===== config.mk =====
export PLATFORM = sky130hd
export DESIGN_NAME = output_neuron_flat
export DESIGN_NICKNAME = d
export VERILOG_FILES = /design/src/rtl/neuro_pkg.sv /design/src/rtl/output_neuron_if.sv /design/src/rtl/neuro_mac_sat.sv /design/src/rtl/output_neuron.sv /design/src/flat_wrapper.sv
export SDC_FILE = /design/constraint.sdc
export NUM_CORES = 1
export LEC_CHECK = 0
export ABC_AREA = 1
export BUFFER_PORTS_ARGS = -buffer_cell sky130_fd_sc_hd__buf_2
export CAP_MARGIN = 10
export CORE_AREA = 2 2 73 75
export CTS_CLUSTER_SIZE = 25
export DETAILED_ROUTE_END_ITERATION = 10
export DIE_AREA = 0 0 75 77
export HOLD_SLACK_MARGIN = 0.1
export PLACE_DENSITY = 0.78
export SLEW_MARGIN = 10
export SYNTH_ARGS = -nofsm -noshare
export SYNTH_HDL_FRONTEND = slang
export SYNTH_SLANG_ARGS = --single-unit
export TNS_END_PERCENT = 1

===== constraint.sdc =====
create_clock -name clk -period 7.2 [get_ports clk]
set_input_delay 0.72 -clock clk [delete_from_list [all_inputs] [get_ports clk]]
set_output_delay 0.72 -clock clk [all_outputs]
set_load 0.05 [all_outputs]

===== src/rtl/neuro_pkg.sv =====
// Shared neuron definitions: default widths, FSM states and saturation helpers.
// The helpers work on 32-bit containers so that parameterised callers can size-cast the result.
package neuro_pkg;

  localparam int N_IN_DEF  = 2;
  localparam int DW_DEF    = 4;
  localparam int ACCW_DEF  = 12;
  localparam int SHIFT_DEF = 4;

  typedef enum logic [1:0] {
    IDLE = 2'd0,
    ACC  = 2'd1,
    ACT  = 2'd2,
    HOLD = 2'd3
  } state_t;

  // Unsigned add clamped to the largest w-bit value.
  function automatic logic [31:0] sat_add(input logic [31:0] a, input logic [31:0] b,
                                          input int unsigned w);
    logic [32:0] sum;
    logic [32:0] lim;
    sum = {1'b0, a} + {1'b0, b};
    lim = (33'd1 << w) - 33'd1;
    return (sum > lim) ? lim[31:0] : sum[31:0];
  endfunction

  // Clamp an unsigned value to the largest w-bit value.
  function automatic logic [31:0] sat_to_w(input logic [31:0] v, input int unsigned w);
    logic [32:0] lim;
    lim = (33'd1 << w) - 33'd1;
    return ({1'b0, v} > lim) ? lim[31:0] : v;
  endfunction

endpackage


===== src/rtl/output_neuron_if.sv =====
// Activation-in / result-out valid-ready streams of the neuron.
// master drives samples and out_ready; slave is the neuron itself.
interface output_neuron_if #(
  parameter int DW = neuro_pkg::DW_DEF
) ();
  logic          in_valid;
  logic          in_ready;
  logic [DW-1:0] in_data;
  logic          out_valid;
  logic          out_ready;
  logic [DW-1:0] outf;

  modport master (
    output in_valid, in_data, out_ready,
    input  in_ready, out_valid, outf
  );

  modport slave (
    input  in_valid, in_data, out_ready,
    output in_ready, out_valid, outf
  );
endinterface


===== src/rtl/neuro_mac_sat.sv =====
// Combinational multiply-accumulate: acc_o = sat(acc_i + a_i*w_i) at ACCW bits.
// Purely combinational, no flow control; the caller decides when to register acc_o.
module neuro_mac_sat
  import neuro_pkg::*;
#(
  parameter int DW   = DW_DEF,
  parameter int ACCW = ACCW_DEF
) (
  input  logic [DW-1:0]   a_i,
  input  logic [DW-1:0]   w_i,
  input  logic [ACCW-1:0] acc_i,
  output logic [ACCW-1:0] acc_o
);

  logic [2*DW-1:0] prod;

  assign prod  = a_i * w_i;
  assign acc_o = ACCW'(sat_add(32'(prod), 32'(acc_i), ACCW));

endmodule


===== src/rtl/output_neuron.sv =====
// Weighted sum of N_IN activations, shifted and thresholded into one DW-bit result (NEURON_BIAS_EN adds a bias).
// Result valid 1 cycle after the last accept; in_ready stays low until the held result is taken by out_ready.
module output_neuron
  import neuro_pkg::*;
#(
  parameter int N_IN  = N_IN_DEF,
  parameter int DW    = DW_DEF,
  parameter int ACCW  = ACCW_DEF,
  parameter int SHIFT = SHIFT_DEF
) (
  input  logic            clk,
  input  logic            reset,
  input  logic            w_we,
  input  logic [3:0]      w_addr,
  input  logic [DW-1:0]   w_data,
  input  logic [DW-1:0]   T,
  output logic            busy,
  output_neuron_if.slave  io
);

  state_t          state_q;
  logic [ACCW-1:0] acc_q;
  logic [ACCW-1:0] acc_d;
  logic [ACCW-1:0] base;
  logic [ACCW-1:0] net;
  logic [3:0]      idx_q;
  logic [DW-1:0]   w_q [N_IN];
  logic [DW-1:0]   w_cur;
  logic [DW-1:0]   outf_q;
  logic [DW-1:0]   outf_d;
  logic            out_valid_q;
  logic            accept;
  logic            last;

`ifdef NEURON_BIAS_EN
  logic [DW-1:0]   bias_q;
  logic [ACCW-1:0] bias_acc;

  assign bias_acc = ACCW'(sat_to_w(32'(bias_q) << SHIFT, ACCW));
`endif

  assign io.in_ready  = (state_q == IDLE) || (state_q == ACC);
  assign io.out_valid = out_valid_q;
  assign io.outf      = outf_q;
  assign busy         = (state_q != IDLE);

  assign accept = io.in_valid & io.in_ready;
  assign last   = (idx_q == 4'(N_IN - 1));

  always_comb begin
    w_cur = '0;
    for (int i = 0; i < N_IN; i++) begin
      if (idx_q == 4'(i)) w_cur = w_q[i];
    end
  end

  // The first sample of a set starts from the bias (or zero), never from a stale sum.
  always_comb begin
`ifdef NEURON_BIAS_EN
    base = (state_q == IDLE) ? bias_acc : acc_q;
`else
    base = (state_q == IDLE) ? '0 : acc_q;
`endif
  end

  neuro_mac_sat #(
    .DW   (DW),
    .ACCW (ACCW)
  ) u_mac (
    .a_i   (io.in_data),
    .w_i   (w_cur),
    .acc_i (base),
    .acc_o (acc_d)
  );

  assign net    = acc_q >> SHIFT;
  assign outf_d = (net >= ACCW'(T)) ? DW'(sat_to_w(32'(net), DW)) : '0;

  always_ff @(posedge clk or negedge reset) begin
    if (!reset) begin
      state_q     <= IDLE;
      acc_q       <= '0;
      idx_q       <= '0;
      outf_q      <= '0;
      out_valid_q <= 1'b0;
      for (int i = 0; i < N_IN; i++) w_q[i] <= '0;
`ifdef NEURON_BIAS_EN
      bias_q      <= '0;
`endif
    end else begin
      // Weights only change between sample sets; the MAC reads the old value this cycle.
      if ((state_q == IDLE) && w_we) begin
        for (int i = 0; i < N_IN; i++) begin
          if (w_addr == 4'(i)) w_q[i] <= w_data;
        end
`ifdef NEURON_BIAS_EN
        if (w_addr == 4'(N_IN)) bias_q <= w_data;
`endif
      end

      case (state_q)
        IDLE: begin
          if (accept) begin
            acc_q   <= acc_d;
            idx_q   <= 4'd1;
            state_q <= (N_IN == 1) ? ACT : ACC;
          end
        end
        ACC: begin
          if (accept) begin
            acc_q <= acc_d;
            idx_q <= idx_q + 4'd1;
            if (last) state_q <= ACT;
          end
        end
        ACT: begin
          outf_q      <= outf_d;
          out_valid_q <= 1'b1;
          state_q     <= HOLD;
        end
        HOLD: begin
          if (io.out_ready) begin
            out_valid_q <= 1'b0;
            acc_q       <= '0;
            idx_q       <= '0;
            state_q     <= IDLE;
          end
        end
        default: state_q <= IDLE;
      endcase
    end
  end

endmodule


===== src/flat_wrapper.sv =====
// flat-port wrapper written by rule: the top's interface ports become plain ports
module output_neuron_flat import neuro_pkg::*;
#(
  parameter int N_IN  = N_IN_DEF,
  parameter int DW    = DW_DEF,
  parameter int ACCW  = ACCW_DEF,
  parameter int SHIFT = SHIFT_DEF
)
  (clk, reset, w_we, w_addr, w_data, T, busy, io_in_valid, io_in_data, io_out_ready, io_in_ready, io_out_valid, io_outf);
  output_neuron_if #(.DW(DW)) io_i ();
  input  logic clk;
  input  logic reset;
  input  logic w_we;
  input  logic [3:0] w_addr;
  input  logic [DW-1:0] w_data;
  input  logic [DW-1:0] T;
  output logic busy;
  input wire logic [$bits(io_i.in_valid)-1:0] io_in_valid;
  input wire logic [$bits(io_i.in_data)-1:0] io_in_data;
  input wire logic [$bits(io_i.out_ready)-1:0] io_out_ready;
  output wire logic [$bits(io_i.in_ready)-1:0] io_in_ready;
  output wire logic [$bits(io_i.out_valid)-1:0] io_out_valid;
  output wire logic [$bits(io_i.outf)-1:0] io_outf;
  assign io_i.in_valid = io_in_valid;
  assign io_i.in_data = io_in_data;
  assign io_i.out_ready = io_out_ready;
  assign io_in_ready = io_i.in_ready;
  assign io_out_valid = io_i.out_valid;
  assign io_outf = io_i.outf;
  output_neuron #(.N_IN(N_IN), .DW(DW), .ACCW(ACCW), .SHIFT(SHIFT)) u_core (.clk(clk), .reset(reset), .w_we(w_we), .w_addr(w_addr), .w_data(w_data), .T(T), .busy(busy), .io(io_i));
endmodule

# After elaboration in Yosys (flattened, before gate mapping)
# Index checks and enable logic that the tools add are counted.
[totals]
reg_bits = 31
inputBits = 21
output_inout_bits = 7
elab_cells = 60
[op_classes]
add_sub_neg = 2
n_mul = 1
n_lt_le_gt_ge = 3
eq_ne = 10
n_mux = 20
bitwise_logic = 1
n_reduce_logical = 16
[ops]
columns = ["operator", "n"]
rows = [
  ["$mux 12", 4],
  ["$mux 4", 7],
  ["$pmux 12 s2", 1],
  ["$add 8x12->13", 1],
  ["$gt 13x12->1 const B", 1],
  ["$pmux 4 s3", 1],
  ["$eq 4x1->1 const B", 2],
  ["$ge 8x4->1", 1],
  ["$gt 8x4->1 const B", 1],
  ["$logic_not 4->1", 2],
  ["$mul 4x4->8", 1],
  ["$mux 2", 4],
  ["$ne 2x1->1 const B", 4],
  ["$pmux 2 s4", 1],
  ["$reduce_and 4->1", 2],
  ["$reduce_and 2->1", 3],
  ["$reduce_bool 2->1", 3],
  ["$add 4x1->4 const B", 1],
  ["$eq 2x2->1 const B", 2],
  ["$reduce_and 3->1", 1],
  ["$reduce_bool 3->1", 1],
  ["$eq 2x1->1 const B", 1],
  ["$logic_not 2->1", 1],
  ["$ne 2x2->1 const B", 1],
  ["other kinds (6)", 6],
]

# Longest topological paths before layout
[depth]
word_depth = 9
mapped_depth = 24
ltp_nobuf = 23

# By module
# A second synthesis with hierarchy kept.
[unflattened]
cells_unflattened = 417
area_unflattened_um2 = 2905.3
[by_module_without_submodules]
columns = ["mod", "n_inst", "cells_per_inst", "area_per_inst_um2", "seq_area_each_um2"]
rows = [
  ["output_neuron", 1, 241, 1866.8, 775.7],
  ["neuro_mac_sat", 1, 176, 1038.5, 0.0],
]

# Least setup slack after synthesis
# OpenSTA, ideal clock, no wires.
[synth_timing]
path_kind = "register -> register"
start = "reg u_core.idx_q[0]"
end = "reg u_core.acc_q[11]"
setup_time_ns = 0.116
arrival_ns = 3.993
required_ns = 7.084
slack_ns = 3.091
path_stages_with_launch = 21
n_path_buf = 1
period_less_slack_ns = 4.109
cell_sequence = "dfrtp_1 > inv_1 > ha_1 > nor3b_1 > nand3_1 > o21ai_0 > nand2_1 > fa_1 > fa_1 > fa_1 > inv_1 > ha_1 > nand2_1 > nand2_1 > a21oi_1 > nor2_1 > nor2_1 > buf_2 > nand3_1 > nand2_1 > nand2_1"
[synth_via]
elab_chain_len = 9
elab_cells_between_ends = 10
cone_classes = "1 x add/sub; 1 x mul; 1 x order compare; 1 x eq/ne; 5 x mux; 1 x reduce/logical"
[synth_rtl]
columns = ["element", "line_no", "rtl"]
rows = [
  ["start: declaration", "output_neuron.sv:26", "logic [3:0] idx_q;"],
  ["start signal: assignment", "output_neuron.sv:112", "idx_q <= idx_q + 4'd1;"],
  ["$logic_not 4->1", "output_neuron.sv:53", "if (idx_q == 4'(i)) w_cur = w_q[i];"],
  ["$mux 4", "output_neuron.sv:53", ""],
  ["$mux 4 (*)", "output_neuron.sv:53", ""],
  ["$mul 4x4->8 (*)", "neuro_mac_sat.sv:17", "assign prod = a_i * w_i;"],
  ["$add 8x12->13 (*)", "neuro_pkg.sv:22", "sum = {1'b0, a} + {1'b0, b};"],
  ["$gt 13x12->1", "neuro_pkg.sv:24", "return (sum > lim) ? lim[31:0] : sum[31:0];"],
  ["$mux 12 (*)", "neuro_pkg.sv:24", ""],
  ["$mux 12 (*)", "output_neuron.sv:103, output_neuron.sv:110", ""],
  ["$pmux 12 s2 (*)", "output_neuron.sv:101", "case (state_q)"],
  ["end signal: assignment", "output_neuron.sv:104", "acc_q <= acc_d;"],
  ["end signal: assignment", "output_neuron.sv:111", "acc_q <= acc_d;"],
  ["end signal: assignment", "output_neuron.sv:124", "acc_q <= '0;"],
  ["end: declaration", "output_neuron.sv:22", "logic [ACCW-1:0] acc_q;"],
]
# Every way passes the cells marked *; elsewhere a longest branch is shown, timed or not. The select of a mux whose other input is x is not followed.
# A chain may end at the register's enable or synchronous reset.

# Final worst setup path
[layout_timing]
start = "reg u_core.idx_q[0]"
end = "reg u_core.acc_q[7]"
# The elaborated chain is that of the path after synthesis.

==> summary by stage <==
Outcome
The run finished with clean final reports.

Final layout
The area growth from synthesis to layout is 11.15%. Once layout is complete, the cells apart from fillers number 484. The utilization after layout is 0.5988.

The fraction of final layout cells with drive strength greater than 1 is 0.1063. The antenna diode count is 0. The finished cells cover 2980 um^2. At the end of the flow, the number of nets in the layout was 472.

Setup path
Along the worst path, the maximum fanout reaches 11. The endpoint type of the worst setup path is a register. At the worst endpoint, the required time is 7.38 ns. The critical path class is reg2reg.

The worst register-to-register path has a depth of 19. STA classifies the critical path startpoint as a register. Data on the critical path arrives at its endpoint at 5.05 ns.

Floorplan
The core footprint is 4977 um^2. The floorplan step set the die height to 77 um. The initial utilization of the core area, before any placement, comes to 0.5387. After floorplanning, the core was divided into 26 placement rows. The horizontal die dimension is 75 um. The die covers 5775 um^2. In this run the count of I/O pins placed on the die edge is 28.

Logic synthesis
The mean instance size in the synthesized netlist is 6.983 um^2. In this run, synthesis produced a sequential element count of 31. sky130_fd_sc_hd__nand2_1 is the most common cell in the netlist. For this run, the leading register cell type out of synthesis is sky130_fd_sc_hd__dfrtp_1.

The sequential cell area fraction in the yosys report is 0.2893. The number of nets in the synthesized netlist is 443. sky130_fd_sc_hd__dfrtp_1 takes more of the synthesized area than any other cell. Ranked by total cell area, the synthesized netlist is headed by sky130_fd_sc_hd__dfrtp_1 29%, sky130_fd_sc_hd__nand2_1 14%, sky130_fd_sc_hd__ha_1 14%, sky130_fd_sc_hd__inv_1 12%, sky130_fd_sc_hd__fa_1 6.7%.

The cell area after technology mapping is 2681 um^2. The commonest cells after synthesis are 97 x sky130_fd_sc_hd__nand2_1, 88 x sky130_fd_sc_hd__inv_1, 37 x sky130_fd_sc_hd__nor2_1. Of the post-synthesis cell area, the dominant cell type holds 0.2893. After synthesis, the netlist uses 27 different library cells. The async set-reset flop share out of synthesis is 1.000. For this run, the number of Yosys warnings is 0.

Synthesis handed over a netlist of 384 instances. Counting flops with a built-in enable in the synthesized netlist gives 0.

GRT
For met2 alone, demand over resource in global routing was 0.3596. The number of global-route vias before repair came to 2,304. For this run, the total global-route usage over all layers was measured as 0.2171.

The pin count of the biggest net entering global routing is 32. The global-route track usage on met3 is 0.03022. The number of antenna violations at the first check in global routing is 0. The met1 demand-to-capacity share in global routing is 0.2821. The total overflow reported by the global router is 0. The first global-routing pass estimated 9804 um of wire.

The highest-utilization routing layer at the global route stage is met2.

Timing
The normalized max-slew margin is 0.5177. The minimum clock period after layout is 4.864 ns. Setup violations remaining at the end of the flow were counted as 0.

The final-report max-slew violation count is 0. For the pin with the worst max-slew slack, the measured transition is 0.7208 ns. After routing, the total negative slack on setup checks comes to 0 ns.

The final clock period utilization by the worst path is 0.6755. The highest achievable clock rate is 0.2056 GHz. Setup repair after global routing left no endpoint under its margin. The clock skew after layout is 0.004883 ns. The hold violation total from the final report is 0.

CTS
The latest clock arrival within the worst-skew pair is 0.29 ns. The tree is rooted in a sky130_fd_sc_hd__clkbuf_8. The clock net in this run drives a total of 31 sinks. TritonCTS created 5 clock buffers. In this run, post-CTS hold repair placed 0 buffers. No sink is reached through more buffers than the 2 on the longest clock path.

TritonCTS built the clock tree. The setup fix buffers added after clock tree synthesis is 0. The H-tree generated during clock tree synthesis spans 2 levels. The post-cts repair resize count is 0.

Clock-pin slew was measured on the worst setup and hold paths at 0.07 ns.

Run
Across the run, the number of max-cap violations was 0.

Routing
The detail-routed net length per standard cell is 11.76 um. The routed design has 5693 um of wire. The number of vias in the routed layout is 2,403. The remaining routing DRC violations is 0. After detailed routing, the number of vias per cell comes to 4.965. The first-iteration detailed-routing DRC count is 108. The count of nets left with antenna violations once routing finished came out at 0. The detailed-routing iteration count for the pre-antenna-repair pass is 5.

Power and ir drop
The static leakage is 1.748 nW. VDD sags by at most 329.4 uV. Dividing total power by cell area gives a power density of 326.9 nW/um^2.

Placement
The post-detailed-placement cell area is 2868 um^2. In this run the tool buffered the top-level ports with 27 buffer cells. The count of placed standard cells including taps is 476. The global placer's final weighted congestion is 0.9142.

The estimated wirelength of the detail-placed design is 4560 um.

Worst hold path
The type of the most critical hold path is in2async.
-- layout by cell type, fill, tap and decap left out, drive strengths merged, types with 2 or more instances in the layout --
cell type  synthesis  routed
fa                 9       9
nand4              3       3
dfrtp             31      31
xnor2              2       2
buf                4      27
nand3             25      25
o21ai             37      37
inv               91      91
ha                29      29
clkbuf             1       5
a21oi              8       8
nor2              41      41
clkinv             0       2
nand2             97      97
-- worst max-delay path: stages, from the launching register on --
cell	delay, ns
sky130_fd_sc_hd__dfrtp_1	0.43
sky130_fd_sc_hd__inv_1	0.10
sky130_fd_sc_hd__ha_1	0.14
sky130_fd_sc_hd__nor3b_1	0.38
sky130_fd_sc_hd__nand3_1	0.11
sky130_fd_sc_hd__o21ai_0	0.17
sky130_fd_sc_hd__nand2_1	0.14
sky130_fd_sc_hd__fa_1	0.50
sky130_fd_sc_hd__fa_1	0.52
sky130_fd_sc_hd__fa_1	0.54
sky130_fd_sc_hd__inv_1	0.04
sky130_fd_sc_hd__ha_1	0.34
sky130_fd_sc_hd__nand2_1	0.10
sky130_fd_sc_hd__nand2_1	0.07
sky130_fd_sc_hd__a21oi_1	0.21
sky130_fd_sc_hd__nor2_1	0.08
sky130_fd_sc_hd__nor2_1	0.57
sky130_fd_sc_hd__nand3_1	0.16
sky130_fd_sc_hd__nand2_1	0.10
sky130_fd_sc_hd__nand2_1	0.05
-- through the flow --
stage,power [mW],hold slack (ns),worst slack (ns)
after floorplan,0.6894,0.4244,3.091
after global placement,0.7768,0.4647,2.588
after detailed placement,0.7994,0.4660,2.427
after CTS,0.9762,0.4856,2.366
after global routing,1.063,0.5115,1.821
final,0.9742,0.4756,2.336
-- final cells by class --
cell class              instances  area (um^2)
clock buffers                   5        68.82
clock inverters                 3        43.79
fillers                       471         1997
inverters                      91        341.6
multi-input cells             257         1528
flip-flops and latches         31        775.7
well taps                      70        87.58
repair buffers                 27        135.1
-- layer usage --
| metal | wire, um | share of wire |
|---|---|---|
| met1 | 2463 | 0.43 |
| met2 | 2836 | 0.50 |
| met3 | 265 | 0.047 |
| met4 | 127 | 0.022 |
| met5 | 0 | 0 |
-- registers in the layout (all words and copies together) (netlist names) --
register / cells
u_core.io.out_valid: 1
u_core.state_q: 2
u_core.acc_q: 12
u_core.idx_q: 4
u_core.w_q: 8
u_core.io.outf: 4
-- report_power, final --
part / internal, mW / total [mW] / switching (mW)
combinational: 0.171 / 0.540 / 0.370
clock: 0.103 / 0.173 / 0.0697
sequential: 0.227 / 0.261 / 0.0341
-- cell families after synthesis --
| family | count (synthesis) | synth area share |
|---|---|---|
| simple gates | 170 | 0.2693 |
| buf+inv | 96 | 0.1409 |
| compound gates | 46 | 0.08820 |
| fa+ha+maj | 38 | 0.2025 |
| flops | 31 | 0.2893 |
| xor+xnor | 3 | 0.009801 |
-- worst paths after layout --
check	start	end	slack, ns
setup / recovery	u_core.idx_q[0]	u_core.acc_q[7]	2.34
hold / removal	reset	u_core.io.out_valid	0.48
setup reg to reg	u_core.idx_q[0]	u_core.acc_q[7]	2.34
hold reg to reg	u_core.acc_q[8]	u_core.acc_q[8]	0.49
max in group asynchronous	reset	u_core.w_q[1]	6.28
min in group clk	u_core.acc_q[8]	u_core.acc_q[8]	0.49
No activity file was read; power rests on OpenSTA's default activity.
